File: src/rtl/cache_assoc_tag_ctrl.sv
// rtl/cache_assoc_tag_ctrl.sv - set-associative tag/valid/dirty/LRU controller with flush walker
//
// Holds per-set tag, valid, dirty and age (LRU) state for NUM_WAYS ways and answers
// lookups with a registered hit/victim decision. Installs refilled lines and walks
// every line on a flush, emitting a writeback request for each dirty one.
//
// Ports:
//   clk, reset                    clock, asynchronous active-high reset
//   lkup_val/rdy/addr/write       lookup request (write sets dirty on a hit)
//   res_val/rdy/hit/way           registered lookup result (hit way or victim way)
//   res_victim_dirty/addr         victim state and line-aligned address
//   fill_val/rdy/addr/way/dirty   line install request
//   flush_req/busy/done           flush control and status
//   wb_val/rdy/addr/way           writeback request issued by the flush walker
//
// Build option: define FLUSH_INVALIDATE_EN to make the flush invalidate every line it
// visits and reset each set's ages; otherwise the flush only cleans dirty lines.
module cache_assoc_tag_ctrl #(
    parameter  int NUM_WAYS   = 2,
    parameter  int NUM_SETS   = 32,
    parameter  int ADDR_W     = 32,
    parameter  int LINE_BYTES = 64,
    localparam int OFF_W      = $clog2(LINE_BYTES),
    localparam int IDX_W      = $clog2(NUM_SETS),
    localparam int TAG_W      = ADDR_W - IDX_W - OFF_W,
    localparam int WAY_W      = (NUM_WAYS > 1) ? $clog2(NUM_WAYS) : 1
) (
    input  logic              clk,
    input  logic              reset,
    input  logic              lkup_val,
    output logic              lkup_rdy,
    input  logic [ADDR_W-1:0] lkup_addr,
    input  logic              lkup_write,
    output logic              res_val,
    input  logic              res_rdy,
    output logic              res_hit,
    output logic [WAY_W-1:0]  res_way,
    output logic              res_victim_dirty,
    output logic [ADDR_W-1:0] res_victim_addr,
    input  logic              fill_val,
    output logic              fill_rdy,
    input  logic [ADDR_W-1:0] fill_addr,
    input  logic [WAY_W-1:0]  fill_way,
    input  logic              fill_dirty,
    input  logic              flush_req,
    output logic              flush_busy,
    output logic              flush_done,
    output logic              wb_val,
    input  logic              wb_rdy,
    output logic [ADDR_W-1:0] wb_addr,
    output logic [WAY_W-1:0]  wb_way
);
    localparam logic [WAY_W-1:0] LAST_WAY = WAY_W'(NUM_WAYS - 1);
    localparam logic [IDX_W-1:0] LAST_SET = IDX_W'(NUM_SETS - 1);

    typedef enum logic [1:0] {S_IDLE, S_SCAN, S_WB, S_DONE} state_t;
    state_t state_q, state_d;

    logic [TAG_W-1:0]    tag_q   [NUM_SETS][NUM_WAYS];
    logic [WAY_W-1:0]    age_q   [NUM_SETS][NUM_WAYS];
    logic [NUM_WAYS-1:0] valid_q [NUM_SETS];
    logic [NUM_WAYS-1:0] dirty_q [NUM_SETS];

    logic [IDX_W-1:0] set_cnt;
    logic [WAY_W-1:0] way_cnt;
    logic             pend_q;
    logic             fl_start, fl_adv, fl_wb_acc, last_line;

    function automatic logic [ADDR_W-1:0] line_addr(input logic [TAG_W-1:0] t,
                                                     input logic [IDX_W-1:0] i);
        return (ADDR_W'(t) << (IDX_W + OFF_W)) | (ADDR_W'(i) << OFF_W);
    endfunction

    logic [TAG_W-1:0] lkup_tag, fill_tag;
    logic [IDX_W-1:0] lkup_idx, fill_idx;
    logic             unused_offset;
    assign lkup_tag = lkup_addr[ADDR_W-1:OFF_W+IDX_W];
    assign lkup_idx = lkup_addr[OFF_W+IDX_W-1:OFF_W];
    assign fill_tag = fill_addr[ADDR_W-1:OFF_W+IDX_W];
    assign fill_idx = fill_addr[OFF_W+IDX_W-1:OFF_W];
    assign unused_offset = ^{lkup_addr[OFF_W-1:0], fill_addr[OFF_W-1:0]};

    logic lkup_acc, fill_acc;
    assign fill_rdy = !flush_busy;
    assign lkup_rdy = !flush_busy && !fill_val && (!res_val || res_rdy);
    assign lkup_acc = lkup_val && lkup_rdy;
    assign fill_acc = fill_val && fill_rdy;

    // Hit search and victim choice for the addressed set. Ages are a permutation,
    // so the way holding age NUM_WAYS-1 is the least recently used one.
    logic             hit, inv_found;
    logic [WAY_W-1:0] hit_way, inv_way, old_way, victim_way, sel_way;
    always_comb begin
        hit       = 1'b0;
        hit_way   = '0;
        inv_found = 1'b0;
        inv_way   = '0;
        old_way   = '0;
        for (int w = 0; w < NUM_WAYS; w++) begin
            if (valid_q[lkup_idx][w] && tag_q[lkup_idx][w] == lkup_tag && !hit) begin
                hit     = 1'b1;
                hit_way = WAY_W'(w);
            end
            if (!valid_q[lkup_idx][w] && !inv_found) begin
                inv_found = 1'b1;
                inv_way   = WAY_W'(w);
            end
            if (age_q[lkup_idx][w] == LAST_WAY) old_way = WAY_W'(w);
        end
        victim_way = inv_found ? inv_way : old_way;
        sel_way    = hit ? hit_way : victim_way;
    end

    always_ff @(posedge clk or posedge reset) begin
        if (reset) begin
            res_val          <= 1'b0;
            res_hit          <= 1'b0;
            res_way          <= '0;
            res_victim_dirty <= 1'b0;
            res_victim_addr  <= '0;
        end else if (lkup_acc) begin
            res_val          <= 1'b1;
            res_hit          <= hit;
            res_way          <= sel_way;
            res_victim_dirty <= !hit && valid_q[lkup_idx][victim_way] && dirty_q[lkup_idx][victim_way];
            res_victim_addr  <= line_addr(tag_q[lkup_idx][sel_way], lkup_idx);
        end else if (res_rdy) begin
            res_val <= 1'b0;
        end
    end

    // Fill and lookup can never both be accepted, and neither is accepted while the
    // flush walker runs, so each set sees at most one writer per cycle.
    logic             touch_en;
    logic [IDX_W-1:0] touch_set;
    logic [WAY_W-1:0] touch_way;
    assign touch_en  = fill_acc || (lkup_acc && hit);
    assign touch_set = fill_acc ? fill_idx : lkup_idx;
    assign touch_way = fill_acc ? fill_way : hit_way;

    always_ff @(posedge clk or posedge reset) begin
        if (reset) begin
            for (int s = 0; s < NUM_SETS; s++) begin
                valid_q[s] <= '0;
                dirty_q[s] <= '0;
                for (int w = 0; w < NUM_WAYS; w++) begin
                    tag_q[s][w] <= '0;
                    age_q[s][w] <= WAY_W'(w);
                end
            end
        end else begin
            if (touch_en) begin
                for (int w = 0; w < NUM_WAYS; w++)
                    if (age_q[touch_set][w] < age_q[touch_set][touch_way])
                        age_q[touch_set][w] <= age_q[touch_set][w] + WAY_W'(1);
                age_q[touch_set][touch_way] <= '0;
            end
            if (fill_acc) begin
                tag_q[fill_idx][fill_way]   <= fill_tag;
                valid_q[fill_idx][fill_way] <= 1'b1;
                dirty_q[fill_idx][fill_way] <= fill_dirty;
            end
            if (lkup_acc && hit && lkup_write) dirty_q[lkup_idx][hit_way] <= 1'b1;
            if (fl_wb_acc) dirty_q[set_cnt][way_cnt] <= 1'b0;
`ifdef FLUSH_INVALIDATE_EN
            if (fl_adv) begin
                valid_q[set_cnt][way_cnt] <= 1'b0;
                if (way_cnt == LAST_WAY)
                    for (int w = 0; w < NUM_WAYS; w++) age_q[set_cnt][w] <= WAY_W'(w);
            end
`endif
        end
    end

    assign last_line = (set_cnt == LAST_SET) && (way_cnt == LAST_WAY);
    assign wb_addr   = line_addr(tag_q[set_cnt][way_cnt], set_cnt);
    assign wb_way    = way_cnt;

    always_ff @(posedge clk or posedge reset) begin
        if (reset) state_q <= S_IDLE;
        else       state_q <= state_d;
    end

    always_comb begin
        state_d    = state_q;
        fl_start   = 1'b0;
        fl_adv     = 1'b0;
        fl_wb_acc  = 1'b0;
        flush_busy = (state_q != S_IDLE);
        flush_done = 1'b0;
        wb_val     = 1'b0;
        case (state_q)
            S_IDLE: begin
                // Wait for an outstanding result to drain before walking the tags.
                if ((pend_q || flush_req) && !res_val) begin
                    fl_start = 1'b1;
                    state_d  = S_SCAN;
                end
            end
            S_SCAN: begin
                if (valid_q[set_cnt][way_cnt] && dirty_q[set_cnt][way_cnt]) begin
                    state_d = S_WB;
                end else begin
                    fl_adv = 1'b1;
                    if (last_line) state_d = S_DONE;
                end
            end
            S_WB: begin
                wb_val = 1'b1;
                if (wb_rdy) begin
                    fl_wb_acc = 1'b1;
                    fl_adv    = 1'b1;
                    state_d   = last_line ? S_DONE : S_SCAN;
                end
            end
            S_DONE: begin
                flush_done = 1'b1;
                state_d    = S_IDLE;
            end
            default: state_d = S_IDLE;
        endcase
    end

    always_ff @(posedge clk or posedge reset) begin
        if (reset) begin
            pend_q  <= 1'b0;
            set_cnt <= '0;
            way_cnt <= '0;
        end else begin
            if (state_q == S_IDLE) pend_q <= (pend_q || flush_req) && !fl_start;
            if (fl_start) begin
                set_cnt <= '0;
                way_cnt <= '0;
            end else if (fl_adv) begin
                if (way_cnt == LAST_WAY) begin
                    way_cnt <= '0;
                    set_cnt <= set_cnt + IDX_W'(1);
                end else begin
                    way_cnt <= way_cnt + WAY_W'(1);
                end
            end
        end
    end
endmodule

File: config.mk
export PLATFORM = sky130hd
export DESIGN_NAME = cache_assoc_tag_ctrl
export DESIGN_NICKNAME = d
export VERILOG_FILES = /design/src/rtl/cache_assoc_tag_ctrl.sv
export SDC_FILE = /design/constraint.sdc
export NUM_CORES = 2
export LEC_CHECK = 0
export BUFFER_PORTS_ARGS = -buffer_cell sky130_fd_sc_hd__buf_2
export CAP_MARGIN = 0
export CORE_ASPECT_RATIO = 1.5
export CORE_MARGIN = 8
export CORE_UTILIZATION = 60
export CTS_CLUSTER_SIZE = 14
export DETAILED_ROUTE_END_ITERATION = 16
export PLACE_DENSITY = 0.77
export SETUP_SLACK_MARGIN = 0.1
export SLEW_MARGIN = 20
export SYNTH_ARGS = -nofsm -noshare
export SYNTH_HDL_FRONTEND = slang
export SYNTH_SLANG_ARGS = --single-unit
File: constraint.sdc
create_clock -name clk -period 58.9 [get_ports clk]
set_clock_uncertainty 0.15 [all_clocks]
set_input_delay 2.945 -clock clk [delete_from_list [all_inputs] [get_ports clk]]
set_output_delay 2.945 -clock clk [all_outputs]
set_load 0.03 [all_outputs]
; After elaboration in Yosys (flattened, before gate mapping)
; Index checks and enable logic that the tools add are counted.
[totals]
register_bits = 1581
latchBits = 0
mem_bits_rw = 0
mem_bits_ro = 0
input_bits = 74
output_inout_bits = 74
wordCells = 404
memories = 0
[op_classes]
n_addsub = 4
multipliers = 0
n_div = 0
magnitude_cmp = 23
n_eq_ne = 9
shift = 0
mux = 109
bitwise_logic = 16
reduce_logical = 42
[ops]
columns = op, count
row1 = $bwmux 1344, 1
row2 = $mux 64, 7
row3 = $bmux 42 s5, 2
row4 = $demux 42 s5, 1
row5 = $mux 42, 5
row6 = $bwmux 64, 3
row7 = $mux 21, 7
row8 = $and 64x64->64, 2
row9 = $not 64->64, 2
row10 = $or 64x64->64, 2
row11 = $or 32x11->32, 2
row12 = $bmux 2 s5, 6
row13 = $demux 2 s5, 6
row14 = $eq 21x21->1, 2
row15 = $mux 1, 40
row16 = $mux 2, 20
row17 = $logic_and 1x1->1, 25
row18 = $ge 6x6->1 const B, 4
row19 = $lt 6x1->1 const B, 4
row20 = $not 5->6, 4
row21 = $demux 21 s1, 1
row22 = $mux 5, 4
row23 = $ge 2x2->1 const B, 4
row24 = $lt 1x2->1 const B, 4
row25 = other kinds (20), 45

; Depth between registers and ports, before layout
[depth]
depth_word = 22
depth_mapped = 17
mapped_depth_nobuf = 11

; Worst setup path before layout
; No wires, ideal clock.
[synth_timing]
path_kind = reg-to-output
from = reg set_cnt[0]
to = out wb_addr[11]
arrival_ns = 4.082
t_required_ns = 55.805
slack_ns = 51.723
stages_incl_launch_ff = 13
n_path_buf = 7
path_cell_list = dfrtp_1 > buf_2 > buf_2 > buf_2 > buf_2 > clkbuf_1 > buf_1 > buf_1 > mux4_2 > a22oi_1 > nand3_1 > a21oi_1 > a21oi_1
[synth_via]
elab_chain_len = 8
[synth_lines]
columns = item, line
row1 = "start, declared", 64  ; logic [IDX_W-1:0] set_cnt;
row2 = "start signal, assigned", 237  ; set_cnt <= set_cnt + IDX_W'(1);
row3 = $not 5->6 (not written as such), 176  ; assign wb_addr = line_addr(tag_q[set_cnt][way_cnt], set_cnt);
row4 = $bmux 42 s5, 176
row5 = $mux 42 (not written as such) (2 in a row), 176
row6 = $mux 21 (not written as such) (3 in a row), 176
row7 = $or 32x11->32, 71  ; return (ADDR_W'(t) << (IDX_W + OFF_W)) | (ADDR_W'(i) << OFF_W);
row8 = "end, declared", 50  ; output logic [ADDR_W-1:0] wb_addr,
; Every way passes these cells. The select of a mux whose other input is x is not followed.

; Worst setup path in the final report
[layout_timing]
from = in lkup_addr[7]
to = reg res_victim_addr[21]
[layout_via]
elab_chain_len = 16
elab_cells_between_ends = 32
cone_classes = 2 x eq/ne / 21 x mux / 3 x bitwise / 6 x reduce/logical
[layout_lines]
columns = item, line
row1 = "start, declared", 32  ; input logic [ADDR_W-1:0] lkup_addr,
row2 = $not 5->6 (not written as such) (*), --
row3 = $bmux 42 s5, "100, 126"
row4 = $mux 42 (not written as such) (2 in a row), "100, 126"
row5 = $eq 21x21->1, 100  ; if (valid_q[lkup_idx][w] && tag_q[lkup_idx][w] == lkup_tag && !hit) begin
row6 = $logic_and 1x1->1, 100
row7 = $mux 1, 100
row8 = $logic_not 1->1, 100
row9 = $logic_and 1x1->1, 100
row10 = $mux 1, 100
row11 = $mux 1, 111  ; sel_way = hit ? hit_way : victim_way;
row12 = $not 1->2 (not written as such), 126  ; res_victim_addr <= line_addr(tag_q[lkup_idx][sel_way], lkup_idx);
row13 = $mux 21 (not written as such) (*) (3 in a row), 126
row14 = $or 32x11->32 (*), 71
row15 = "end signal, assigned", 126
row16 = "end, declared", 39  ; output logic [ADDR_W-1:0] res_victim_addr,
; Mark *: on every way between the ends. The rest lies on a longest branch, timed or not. The select of a mux whose other input is x is not followed.
; A chain may end at the register's enable or synchronous reset.

==> run_results.csv <==
group,metric,value,unit
placement,dpl_cell_area,88100,um2
detailed_routing,postRouteWirelength,310000,um
worst_setup_path,worst_setup_path_start_kind,"primary input",
worst_setup_path,timing.reg2reg.setup_slack,53.45,ns
finish,area.growth.synth_to_final,8.31,%
clock_network,cts-buffers-inserted,149,
finish,final_common_cell,"sky130_fd_sc_hd__dfrtp_1",
grt,antenna_violations_before_repair,27,
hold_path,whs_endpoint,"res_victim_addr[10]",
grt,grt-ovfl-total,0,
hold_path,worstHoldPathType,"flip-flop to flip-flop",
power_and_ir_drop,switching_power,0.000998,W
finish,num-fill-cells,10300,
worst_setup_path,delay_heaviest_family_cp,"buffers and inverters",
floorplanning,std_cell_rows,170,
detailed_routing,via_count,65400,
worst_setup_path,critical_path.n_buffers_inverters,7,
placement,gpl.final_weighted_congestion,1.00,
power_and_ir_drop,share_comb_of_total_power,23.9,%
worst_setup_path,crit_chain,"buf_8 > buf_12 > buf_12 > buf_12 > buf_4 > buf_4 > buf_4 > mux2i_1 > o22ai_1 > nor4_1 > a21oi_1 > nor4_1 > and4_1 > and3_2 > or2_1 > a31oi_1",
power_and_ir_drop,cell_internal_pwr,0.00212,W
detailed_routing,drt_iter0_drc,9499,
clock_network,h-tree-depth,4,
grt,grt_start_max_net_pins,208,
power_and_ir_drop,cellLeakagePower,42.5,nW
power_and_ir_drop,switching_share,32.0,%
hold_path,holdCritStartpoint,"res_victim_addr[10]",
worst_setup_path,endpoint_kind,"flip-flop",
detailed_routing,post_drt_wl_per_cell,35.8,um
power_and_ir_drop,power_frac_clock,31.0,%
floorplanning,initial_core_util,60.2,%
sta,maxSlewViolCount,0,
synth,synth_top_area_share,44.9,%
floorplanning,die-area,156000,um2
synth,synth.yosys.seq_area_share,45.9,%
placement,placement.io_buffers,123,
worst_setup_path,timing.critical_path.slowest_stage_cell,"sky130_fd_sc_hd__or2_1",
worst_setup_path,r2r_start,"tag_q[749]",
worst_setup_path,critPathRequiredTime,59.38,ns
finish,multiInputGateArea,44000,um2
sta,maxClockFrequency,0.0823,GHz
clock_network,cts.clk_slew.worst_paths,0.06,ns
sta,worst_slew_margin_rel,9.32,%
job,maxCapViolations,0,
grt,number_of_global_route_vias_before_repair,65500,
worst_setup_path,worst_setup_path_startpoint,"lkup_addr[7]",
synth,synth_top_cell_by_area,"sky130_fd_sc_hd__dfrtp_1",
placement,place_ws,46.18,ns
sta,fin_worst_setup_slack,46.75,ns
clock_network,ctsRootBufferMaster,"sky130_fd_sc_hd__clkbuf_16",
synth,synth.lib_cells_used.distinct,67,
clock_network,cts_tree,"built",
floorplanning,die-height,480,um
hold_path,count_of_cells_along_the_worst_hold_path,2,
synth,synth.ff_latch_count,1575,
synth,dominantRegCellSynth,"sky130_fd_sc_hd__dfrtp_1",
detailed_routing,detailedRoute.firstPassIterationCount,9,
clock_network,sinks_on_the_clock_net,1575,
clock_network,post_cts_buffers,0,
sta,grt_setup_unrepaired,"false",
sta,finalSetupTns,0,ns
run_status,run_status,"completed",
worst_setup_path,cp.arrival,12.63,ns
detailed_routing,drt_drc_violations_left,0,
power_and_ir_drop,power_frac_seq,45.1,%
worst_setup_path,path_class,"primary input to flip-flop",
finish,design_area,93100,um2
clock_network,ctsResizeCount,0,
sta,period_minus_slack,12.15,ns
detailed_routing,ant_nets,0,
sta,number_of_endpoints_with_negative_hold_slack_in_the_final_report,0,
clock_network,insertion_delay,0.80,ns
synth,postSynthAreaPerCell,12.5,um2
synth,synthTopCellsByArea,"sky130_fd_sc_hd__dfrtp_1 (45%), sky130_fd_sc_hd__mux2_2 (16%), sky130_fd_sc_hd__mux4_2 (11%)",
finish,layout_common_cells,"sky130_fd_sc_hd__dfrtp_1 (1537), sky130_fd_sc_hd__mux2_2 (1258), sky130_fd_sc_hd__mux2i_1 (779), sky130_fd_sc_hd__nand2_1 (479), sky130_fd_sc_hd__mux4_2 (434)",
sta,slew_of_the_pin_with_the_lowest_slew_margin,1.35,ns
worst_setup_path,worst_r2r_path_depth,9,
placement,dp_hpwl,177000,um
detailed_routing,number_of_vias_per_cell_after_detailed_routing,7.56,
grt,grtUsageTotal,38.7,%
synth,post_synth_inst_count,6856,
clock_network,clk_path_buf_depth,3,
sta,min_period_over_period,20.6,%
power_and_ir_drop,pd_cells,33.5,nW/um2
floorplanning,die_x,325,um
finish,layout-drive-gt1-share,35.7,%
synth,async_sr_flop_fraction,100,%
power_and_ir_drop,vdd_drop_max,0.0292,mV
finish,seqCellArea,39500,um2
synth,synth-warning-count,0,
clock_network,cts_hold_buf,0,
grt,grt_pass1_wl,446000,um
worst_setup_path,critical_r2r_capture,"res_victim_addr[21]",
synth,syn_area,85900,um2
worst_setup_path,critical-path-max-stage-delay,0.98,ns
worst_setup_path,crit_path_max_fanout,134,
synth,synth_enable_flop_cells,0,
floorplanning,pin_count,148,
sta,setup_viol,0,
floorplanning,placeableCoreArea,143000,um2
finish,fin_nets,6706,
[cell type report]
cell class	instances	share of cell area [%]
timing repair buffer	294	2.35
antenna	24	0.0645
clock buffer	235	4.82
inverter	57	0.238
sequential	1575	42.4
multi-input combinational	4546	47.3
clock inverter	34	0.312
tap	1892	2.54
[layer usage]
layer | up-vias | wire [um] | track usage [%]
met1 | 33400 | 105000 | 47.1
met4 | 20 | 30100 | 30.5
met3 | 1638 | 40800 | 13.3
met5 | - | 134 | 0
met2 | 5000 | 134000 | 56.2
li1 | 25300 | - | -
[cells by family (layout without fill, tap and decap cells)]
| family | after synthesis | in the layout | synth area share [%] |
|---|---|---|---|
| XOR/XNOR | 8 | 8 | 0.0815 |
| buffers and inverters | 746 | 620 | 3.58 |
| flip-flops | 1575 | 1575 | 45.9 |
| adder cells (fa/ha/maj) | 9 | 9 | 0.131 |
| AND/OR/NAND/NOR | 1103 | 1103 | 6.12 |
| AO/OA/AOI/OAI | 942 | 942 | 7.22 |
| multiplexers | 2472 | 2472 | 36.9 |
| other | 1 | 36 | 0.00436 |
[registers in the layout (all words and copies together) (netlist names)]
name              flops
tag_q              1344
set_cnt               5
res_victim_addr      26
res_hit               1
res_val               1
pend_q                1
valid_q              64
dirty_q              64
res_victim_dirty      1
age_q                64
wb_way                1
state_q               2
res_way               1
[worst reg2reg max path, delay by kind of cell (launching register included)]
| family | cells | cell delay, ns |
|---|---|---|
| simple gates | 5 | 3.89 |
| compound gates | 3 | 0.64 |
| flops | 1 | 0.40 |
| mux | 1 | 0.22 |
[worst max-delay path by stage]
stage / endpoint / cells after the start
after global placement: age_q[1] / 16
after global routing: age_q[59] / 16
after detailed placement: age_q[1] / 16
after floorplan: age_q[11] / 1
after CTS: age_q[1] / 16
final: res_victim_addr[21] / 16
[metrics by stage]
step / util, % / std cells / total power, W / hold slack, ns
floorplan: - / 6867 / 0.00191 / 0.296
global placement: 61.7 / 8360 / 0.00211 / 0.309
detailed placement: 61.7 / 8361 / 0.00214 / 0.309
CTS: 65.1 / 8630 / 0.00310 / 0.323
global route: 65.2 / 8635 / 0.00321 / 0.350
finish: 65.2 / 8657 / 0.00312 / 0.323
[synthesized netlist by cell type (all sizes together) (21+ instances only)]
master	number
and2	30
a22o	22
or2	45
or3	21
o21ai	71
mux2	1258
nor4	63
nor2	150
a211oi	24
dfrtp	1543
o22ai	401
a21boi	26
or4	41
nand2b	31
a22oi	74
a31oi	59
mux4	434
nand3	68
nand2	494
inv	57
nor3	66
dfstp	32
buf	258
mux2i	780
and3	32
a21oi	171
clkbuf	431
[power groups by stage]
stage | clock network, W | registers, W | logic [W]
floorplan | 0 | 0.00138 | 0.000534
global placement | 0 | 0.00140 | 0.000713
detailed placement | 0 | 0.00141 | 0.000729
CTS | 0.000970 | 0.00139 | 0.000732
global route | 0.00101 | 0.00142 | 0.000786
finish | 0.000968 | 0.00140 | 0.000745
(Power assumes the default switching activity.)
